## config.mk

```make
export PLATFORM = sky130hd
export DESIGN_NAME = pipe_field
export DESIGN_NICKNAME = d
export VERILOG_FILES = /design/src/rtl/pipe_field.sv
export SDC_FILE = /design/constraint.sdc
export NUM_CORES = 1
export LEC_CHECK = 0
export ABC_AREA = 1
export BUFFER_PORTS_ARGS = -buffer_cell sky130_fd_sc_hd__buf_2
export CAP_MARGIN = 20
export CORE_ASPECT_RATIO = 1.25
export CORE_UTILIZATION = 45
export DETAILED_ROUTE_END_ITERATION = 6
export PLACE_DENSITY = 0.68
export SLEW_MARGIN = 30
export SYNTH_ARGS = -nofsm -noshare
export SYNTH_HDL_FRONTEND = slang
export SYNTH_SLANG_ARGS = --single-unit
export TNS_END_PERCENT = 100
```

## constraint.sdc

```tcl
create_clock -name Clk -period 5.3 [get_ports Clk]
set_clock_uncertainty 0.2 [all_clocks]
set_input_delay 0.795 -clock Clk [delete_from_list [all_inputs] [get_ports Clk]]
set_output_delay 0.795 -clock Clk [all_outputs]
set_load 0.01 [all_outputs]
```

## src/rtl/pipe_field.sv

```systemverilog
// pipe_field: scrolls two pipes, respawns them with new gaps, flags bird/pipe/floor collisions and counts cleared pipes.
// Optional macro LFSR_GAP_EN: respawn gaps come from an 8-bit LFSR; when undefined every respawn gap is 160.
module pipe_field #(
  parameter int SCREEN_W     = 640,
  parameter int PIPE_W       = 60,
  parameter int PIPE_SPACING = 360,
  parameter int GAP_H        = 150,
  parameter int BIRD_SIZE    = 20,
  parameter int FLOOR_Y      = 460,
  parameter int SCROLL_DIV   = 400000
) (
  input  logic        Clk,
  input  logic        Reset,
  input  logic        Start,
  input  logic [9:0]  YBird,
  input  logic [9:0]  XBird,
  output logic [10:0] PipeX0,
  output logic [10:0] PipeX1,
  output logic [9:0]  GapY0,
  output logic [9:0]  GapY1,
  output logic [7:0]  Score,
  output logic        Hit,
  output logic        GameOver
);
  localparam int INIT0   = SCREEN_W + PIPE_W;
  localparam int INIT1   = INIT0 + PIPE_SPACING;
  localparam int RESPAWN = 2 * PIPE_SPACING - 1;
  localparam int CW      = $clog2(SCROLL_DIV);
  localparam logic [9:0] GAP_DEF = 10'd160;

  typedef enum logic [1:0] {S_IDLE, S_RUN, S_HIT} state_t;

  state_t          r_state, w_state_nxt;
  logic            w_game_over;
  logic [10:0]     r_px0, r_px1;
  logic [9:0]      r_gy0, r_gy1;
  logic [7:0]      r_score;
  logic            r_hit;
  logic [CW-1:0]   r_cnt;
  logic            w_tick, w_adv, w_init, w_hit;
  logic            w_resp0, w_resp1, w_sc0, w_sc1;
  logic [9:0]      w_gap0, w_gap1;
  logic [8:0]      w_score_sum;

  function automatic logic pipe_overlap(input logic [11:0] px, input logic [11:0] gy,
                                        input logic [11:0] xb, input logic [11:0] yb);
    return (xb < px) && (xb + 12'(BIRD_SIZE + PIPE_W) > px) &&
           ((yb < gy) || (yb + 12'(BIRD_SIZE) > gy + 12'(GAP_H)));
  endfunction

  always_ff @(posedge Clk) begin
    if (Reset) r_state <= S_IDLE;
    else       r_state <= w_state_nxt;
  end

  always_comb begin
    w_state_nxt = r_state;
    case (r_state)
      S_IDLE:  if (Start) w_state_nxt = S_RUN;
      S_RUN:   if (r_hit) w_state_nxt = S_HIT;
      S_HIT:   if (Start) w_state_nxt = S_IDLE;
      default: w_state_nxt = S_IDLE;
    endcase
  end

  always_comb begin
    w_game_over = (r_state == S_HIT);
  end

  assign w_tick  = (r_cnt == CW'(SCROLL_DIV - 1));
  assign w_adv   = (r_state == S_RUN) && w_tick && !r_hit;
  // Leaving HIT loads the idle values on the same edge so IDLE never shows the frozen field.
  assign w_init  = (r_state == S_IDLE) || ((r_state == S_HIT) && Start);
  assign w_resp0 = (r_px0 == 11'd0);
  assign w_resp1 = (r_px1 == 11'd0);
  assign w_sc0   = (r_px0 == {1'b0, XBird});
  assign w_sc1   = (r_px1 == {1'b0, XBird});
  assign w_score_sum = {1'b0, r_score} + 9'(w_sc0) + 9'(w_sc1);

  assign w_hit = pipe_overlap(12'(r_px0), 12'(r_gy0), 12'(XBird), 12'(YBird)) ||
                 pipe_overlap(12'(r_px1), 12'(r_gy1), 12'(XBird), 12'(YBird)) ||
                 (12'(YBird) + 12'(BIRD_SIZE) > 12'(FLOOR_Y));

`ifdef LFSR_GAP_EN
  logic [7:0] r_lfsr, w_lfsr_a, w_lfsr_b;

  function automatic logic [7:0] lfsr_step(input logic [7:0] v);
    return {v[6:0], v[7] ^ v[5] ^ v[4] ^ v[3]};
  endfunction

  // Pipe 0 consumes the first step when both pipes respawn on one tick.
  assign w_lfsr_a = lfsr_step(r_lfsr);
  assign w_lfsr_b = lfsr_step(w_lfsr_a);
  assign w_gap0   = 10'd40 + {2'b00, w_lfsr_a};
  assign w_gap1   = 10'd40 + {2'b00, (w_resp0 ? w_lfsr_b : w_lfsr_a)};

  always_ff @(posedge Clk) begin
    if (Reset)                              r_lfsr <= 8'hA5;
    else if (w_adv && w_resp0 && w_resp1)   r_lfsr <= w_lfsr_b;
    else if (w_adv && (w_resp0 || w_resp1)) r_lfsr <= w_lfsr_a;
  end
`else
  assign w_gap0 = GAP_DEF;
  assign w_gap1 = GAP_DEF;
`endif

  always_ff @(posedge Clk) begin
    if (Reset || w_init) begin
      r_px0   <= 11'(INIT0);
      r_px1   <= 11'(INIT1);
      r_gy0   <= GAP_DEF;
      r_gy1   <= GAP_DEF;
      r_score <= 8'd0;
      r_hit   <= 1'b0;
      r_cnt   <= '0;
    end else if (r_state == S_RUN) begin
      r_hit <= w_hit;
      r_cnt <= (r_hit || w_tick) ? '0 : r_cnt + 1'b1;
      if (w_adv) begin
        r_px0   <= w_resp0 ? 11'(RESPAWN) : r_px0 - 11'd1;
        r_px1   <= w_resp1 ? 11'(RESPAWN) : r_px1 - 11'd1;
        if (w_resp0) r_gy0 <= w_gap0;
        if (w_resp1) r_gy1 <= w_gap1;
        r_score <= w_score_sum[8] ? 8'hFF : w_score_sum[7:0];
      end
    end
  end

  assign PipeX0   = r_px0;
  assign PipeX1   = r_px1;
  assign GapY0    = r_gy0;
  assign GapY1    = r_gy1;
  assign Score    = r_score;
  assign Hit      = r_hit;
  assign GameOver = w_game_over;
endmodule

```

; Word-level counts from Yosys, hierarchy flattened
; Cells that the tools add are included.
[totals]
output_inout_bits = 52
register_bits = 52
inputBits = 23
[op_classes]
n_reduce_logical = 19
mux = 8
n_addsub = 7
eq_ne = 8
order_cmp = 7
[op_table]
columns = operator, n
row1 = $eq 11x10->1, 2
row2 = $logic_not 11->1, 2
row3 = $lt 10x11->1, 2
row4 = $mux 11, 2
row5 = $sub 11x1->11 const B, 2
row6 = $add 19x1->19 const B, 1
row7 = $eq 19x19->1 const B, 1
row8 = $mux 19, 1
row9 = $gt 12x11->1, 1
row10 = $gt 12x9->1 const B, 1
row11 = $add 10x5->11 const B, 1
row12 = $add 10x7->11 const B, 1
row13 = $gt 11x11->1, 1
row14 = $gt 11x9->1 const B, 1
row15 = $lt 10x8->1 const B, 1
row16 = $add 8x1->9, 1
row17 = $add 9x1->9, 1
row18 = $mux 8, 1
row19 = $logic_and 1x1->1, 7
row20 = $logic_or 1x1->1, 6
row21 = $mux 2, 3
row22 = $ne 2x2->1 const B, 3
row23 = $pmux 2 s3, 1
row24 = $reduce_and 3->1, 1
row25 = 5 further kinds, 5

; Logic depth before layout (Yosys ltp)
[depth]
word_depth = 6
mapped_depth = 16

; Least setup slack after synthesis
; OpenSTA, ideal clock, no wires.
[synth_path]
kind = input to register
start = input port XBird[4]
end = register r_score[7] (netlist: Score[7])
stages = 12
required_ns = 5.030
path_buffers = 0
arrival_time_ns = 2.679
path_slack_ns = 2.351
cell_sequence = inv_1 -> ha_1 -> nor3_1 -> nor3b_1 -> fa_1 -> ha_1 -> nand4_1 -> nor2_1 -> nand2_1 -> nand3_1 -> nand2_1 -> a21oi_1
[synth_via]
elab_chain_cells = 4
word_cells_on_any_way = 5
[synth_rtl]
columns = item, line
row1 = start: declaration, 16  ; input logic [9:0] XBird,
row2 = $eq 11x10->1, 76  ; assign w_sc0 = (r_px0 == {1'b0, XBird});
row3 = $add 8x1->9, 78  ; assign w_score_sum = {1'b0, r_score} + 9'(w_sc0) + 9'(w_sc1);
row4 = $add 9x1->9 *, 78
row5 = $mux 8 *, 124  ; r_score <= w_score_sum[8] ? 8'hFF : w_score_sum[7:0];
row6 = end signal: assignment, 124
row7 = end: declaration, 37  ; logic [7:0] r_score;
; Every way passes the cells marked *; elsewhere a longest branch is shown, timed or not.
; A chain may end at the register's enable or synchronous reset.

; Final worst setup path
; Ends and elaborated chain as after synthesis.

==> impl_metrics.py <==
metrics = {
    "yosys": {
        "yosys.area.top_type": "dfxtp_1",
        "yosysSeqAreaShare_pct": 24.0,
        "synth-seq-cells": 52,
        "yosysWarnings": 0,
        "yosysMostFrequentCell": "nand2_1",
        "avgSynthCellArea_um2": 6.46,
        "async_flop_share_pct": 0,
        "synth_edf_count": 0,
        "yosys-top-cells-area": "dfxtp_1, nand2_1, ha_1",
        "syn_area_um2": 4340,
        "synth_cells": 672,
        "synth_top_cell_area_share_pct": 24.0,
        "synth.distinct_cells": 38,
        "ys.flop_type": "dfxtp_1",
        "ys_top_cells_by_count": "nand2_1, inv_1, nor2_1",
    },
    "status": {
        "outcome": "finished clean",
    },
    "placement": {
        "place_hpwl_um": 8290,
        "placedCellCount": 840,
        "gp_congestion": 0.881,
        "io_buffers": 54,
    },
    "route": {
        "drc": 0,
        "wl_um": 10300,
        "avgRoutedWirePerCell_um": 12.1,
        "first_iter_violations": 242,
        "vias_per_cell": 4.97,
        "first_pass_iters": 6,
        "vias": 4214,
        "antenna_left": 0,
    },
    "finish": {
        "fin_nets": 790,
        "drive_gt1_share_pct": 11.7,
        "fillCellCount": 953,
        "syn_to_final_growth_pct": 10.3,
        "finalNonFillerCells": 848,
        "n_antenna_cell": 0,
    },
    "clocking": {
        "post_cts_buffers": 0,
        "numCtsBuffers": 5,
        "cts_sinks": 52,
        "root_buffer": "clkbuf_16",
        "clk_latency_ns": 0.30,
        "cts_tree": "yes",
        "htree_levels": 2,
        "post_cts_resized": 0,
        "clock_path_buffers": 2,
        "hold_buffers": 0,
        "clk_pin_slew_ns": 0.06,
    },
    "sta": {
        "fmaxAchievable_mhz": 319,
        "worstMarginPinSlew_ns": 0.762,
        "post-route-period-util_pct": 59.1,
        "relSlewSlack_pct": 49.1,
        "whs_ns": 0.226,
        "period_minus_slack_ns": 3.13,
        "rsz0062_at_grt": "no",
        "fin_setup_tns_ns": 0,
        "finalSetupViolCount": 0,
        "slew_violations": 0,
        "final_hold_viol_count": 0,
    },
    "worst_setup_path": {
        "worstSetupPathType": "primary input to flop",
        "critPathSlowestCell": "ha_1",
        "crit_fanout": 6,
        "rr_worst_depth": 12,
        "crit_chain": "buf_2 -> inv_1 -> ha_1 -> nor3_1 -> nor3b_1 -> fa_1 -> ha_1 -> nand4_1 -> nor2_1 -> nand2_1 -> nand3_1 -> nand2_1 -> a21oi_1",
        "critPathMaxStageDelay_ns": 0.34,
        "crit_arrival_ns": 3.15,
        "reg2reg_from": "PipeX0[6]",
        "crit_path_start_kind": "primary input",
        "critPathTopFamily": "simple AND/OR/NAND/NOR gates",
        "crit_cells": 13,
        "end_kind": "flop",
        "critical_path_buf_inv_count": 2,
        "r2r-end": "Score[7]",
        "cp.required_ns": 5.32,
        "reg2reg_slack_ns": 2.22,
    },
    "floorplanning": {
        "row_count": 39,
        "io_pins": 75,
        "dieArea_um2": 10000,
        "start_util_pct": 46.8,
        "core_area_um2": 9270,
        "die_x_um": 89.8,
        "fp.dieH_um": 112,
    },
    "grt": {
        "first_global_vias": 3888,
        "grt_pass1_wl_um": 17300,
        "grt_antenna_before_repair": 0,
        "track_usage_pct": 21.0,
        "grt_overflow": 0,
        "grt_max_degree": 22,
    },
    "power_and_ir_drop": {
        "p_leak_nw": 2.32,
        "power_density_nw_per_um2": 174,
        "peakVddDrop_mv": 0.178,
    },
    "job": {
        "max_cap_violations": 0,
    },
    "hold_path": {
        "hold_path_class": "flop to flop",
        "min_from": "r_state[1]",
        "min_path_cells": 1,
        "hold_end": "r_state[0]",
    },
}
==> cell usage in the layout (no fill, tap or decap), types with 5 or more instances in the layout <==
master and instances:
a21oi_1 37, buf_2 54, clkbuf_16 5, conb_1 20
dfxtp_1 52, ha_1 42, inv_1 98, nand2_1 169
nand3_1 54, nand4_1 12, nor2_1 69, nor3_1 24
nor3b_1 7, o21ai_0 17, or2_2 5, xor2_1 19
==> state kept, by name, indices dropped and copies added, names as in the netlist <==
register and cells:
r_cnt 19, PipeX0 11, PipeX1 11, Score 8, r_state 2, Hit 1
==> through the flow <==
step                setup WS, ns  utilization, %  instance area (um^2)  power [W]
finish                      2.17            51.6                  4790   0.000834
floorplan                   2.35               -                  4410   0.000492
CTS                         2.17            51.6                  4790   0.000842
global placement            1.92            50.0                  4640   0.000511
global route                1.73            51.6                  4790   0.000877
detailed placement          1.87            50.0                  4640   0.000514
==> kinds of logic after synthesis <==
| family | Yosys count | share of synthesized area [%] |
|---|---|---|
| simple gates | 364 | 37.9 |
| buf+inv | 127 | 13.2 |
| compound gates | 62 | 7.67 |
| flops | 52 | 24.0 |
| fa+ha+maj | 43 | 12.6 |
| xor+xnor | 22 | 4.44 |
| other cells | 2 | 0.173 |
==> area by class of cell <==
type | count | area, um^2 | area share [%]
clock buffer | 7 | 143 | 2.98
clock inverter | 1 | 7.51 | 0.157
inverter | 99 | 372 | 7.76
multi-input combinational | 511 | 2790 | 58.3
sequential | 52 | 1040 | 21.8
tap | 123 | 154 | 3.22
timing repair buffer | 55 | 278 | 5.80
==> power by group <==
group / switching [W] / internal, W
combinational: 0.0000730 / 0.0000384
clock: 0.000140 / 0.000188
sequential: 0.00000215 / 0.000392
total: 0.000215 / 0.000619
==> metal layers <==
metal  vias to the layer above  part of all wire, %  track usage (%)
li1                       2218                    -                -
met1                      1907                   44             24.4
met2                        73                   51             38.7
met3                        16                  2.4             2.66
met4                         0                  2.2             7.98
met5                         -                    0                0
==> worst max path at each step <==
stage	from	endpoint	slack (ns)
2_1_floorplan	XBird[4]	Score[7]	2.35
3_3_place_gp	XBird[4]	Score[7]	1.92
3_5_place_dp	XBird[4]	Score[7]	1.87
4_1_cts	XBird[4]	Score[7]	2.17
5_1_grt	XBird[4]	Score[7]	1.73
6_report	XBird[4]	Score[7]	2.17
Power figures use the tool's default switching activity.
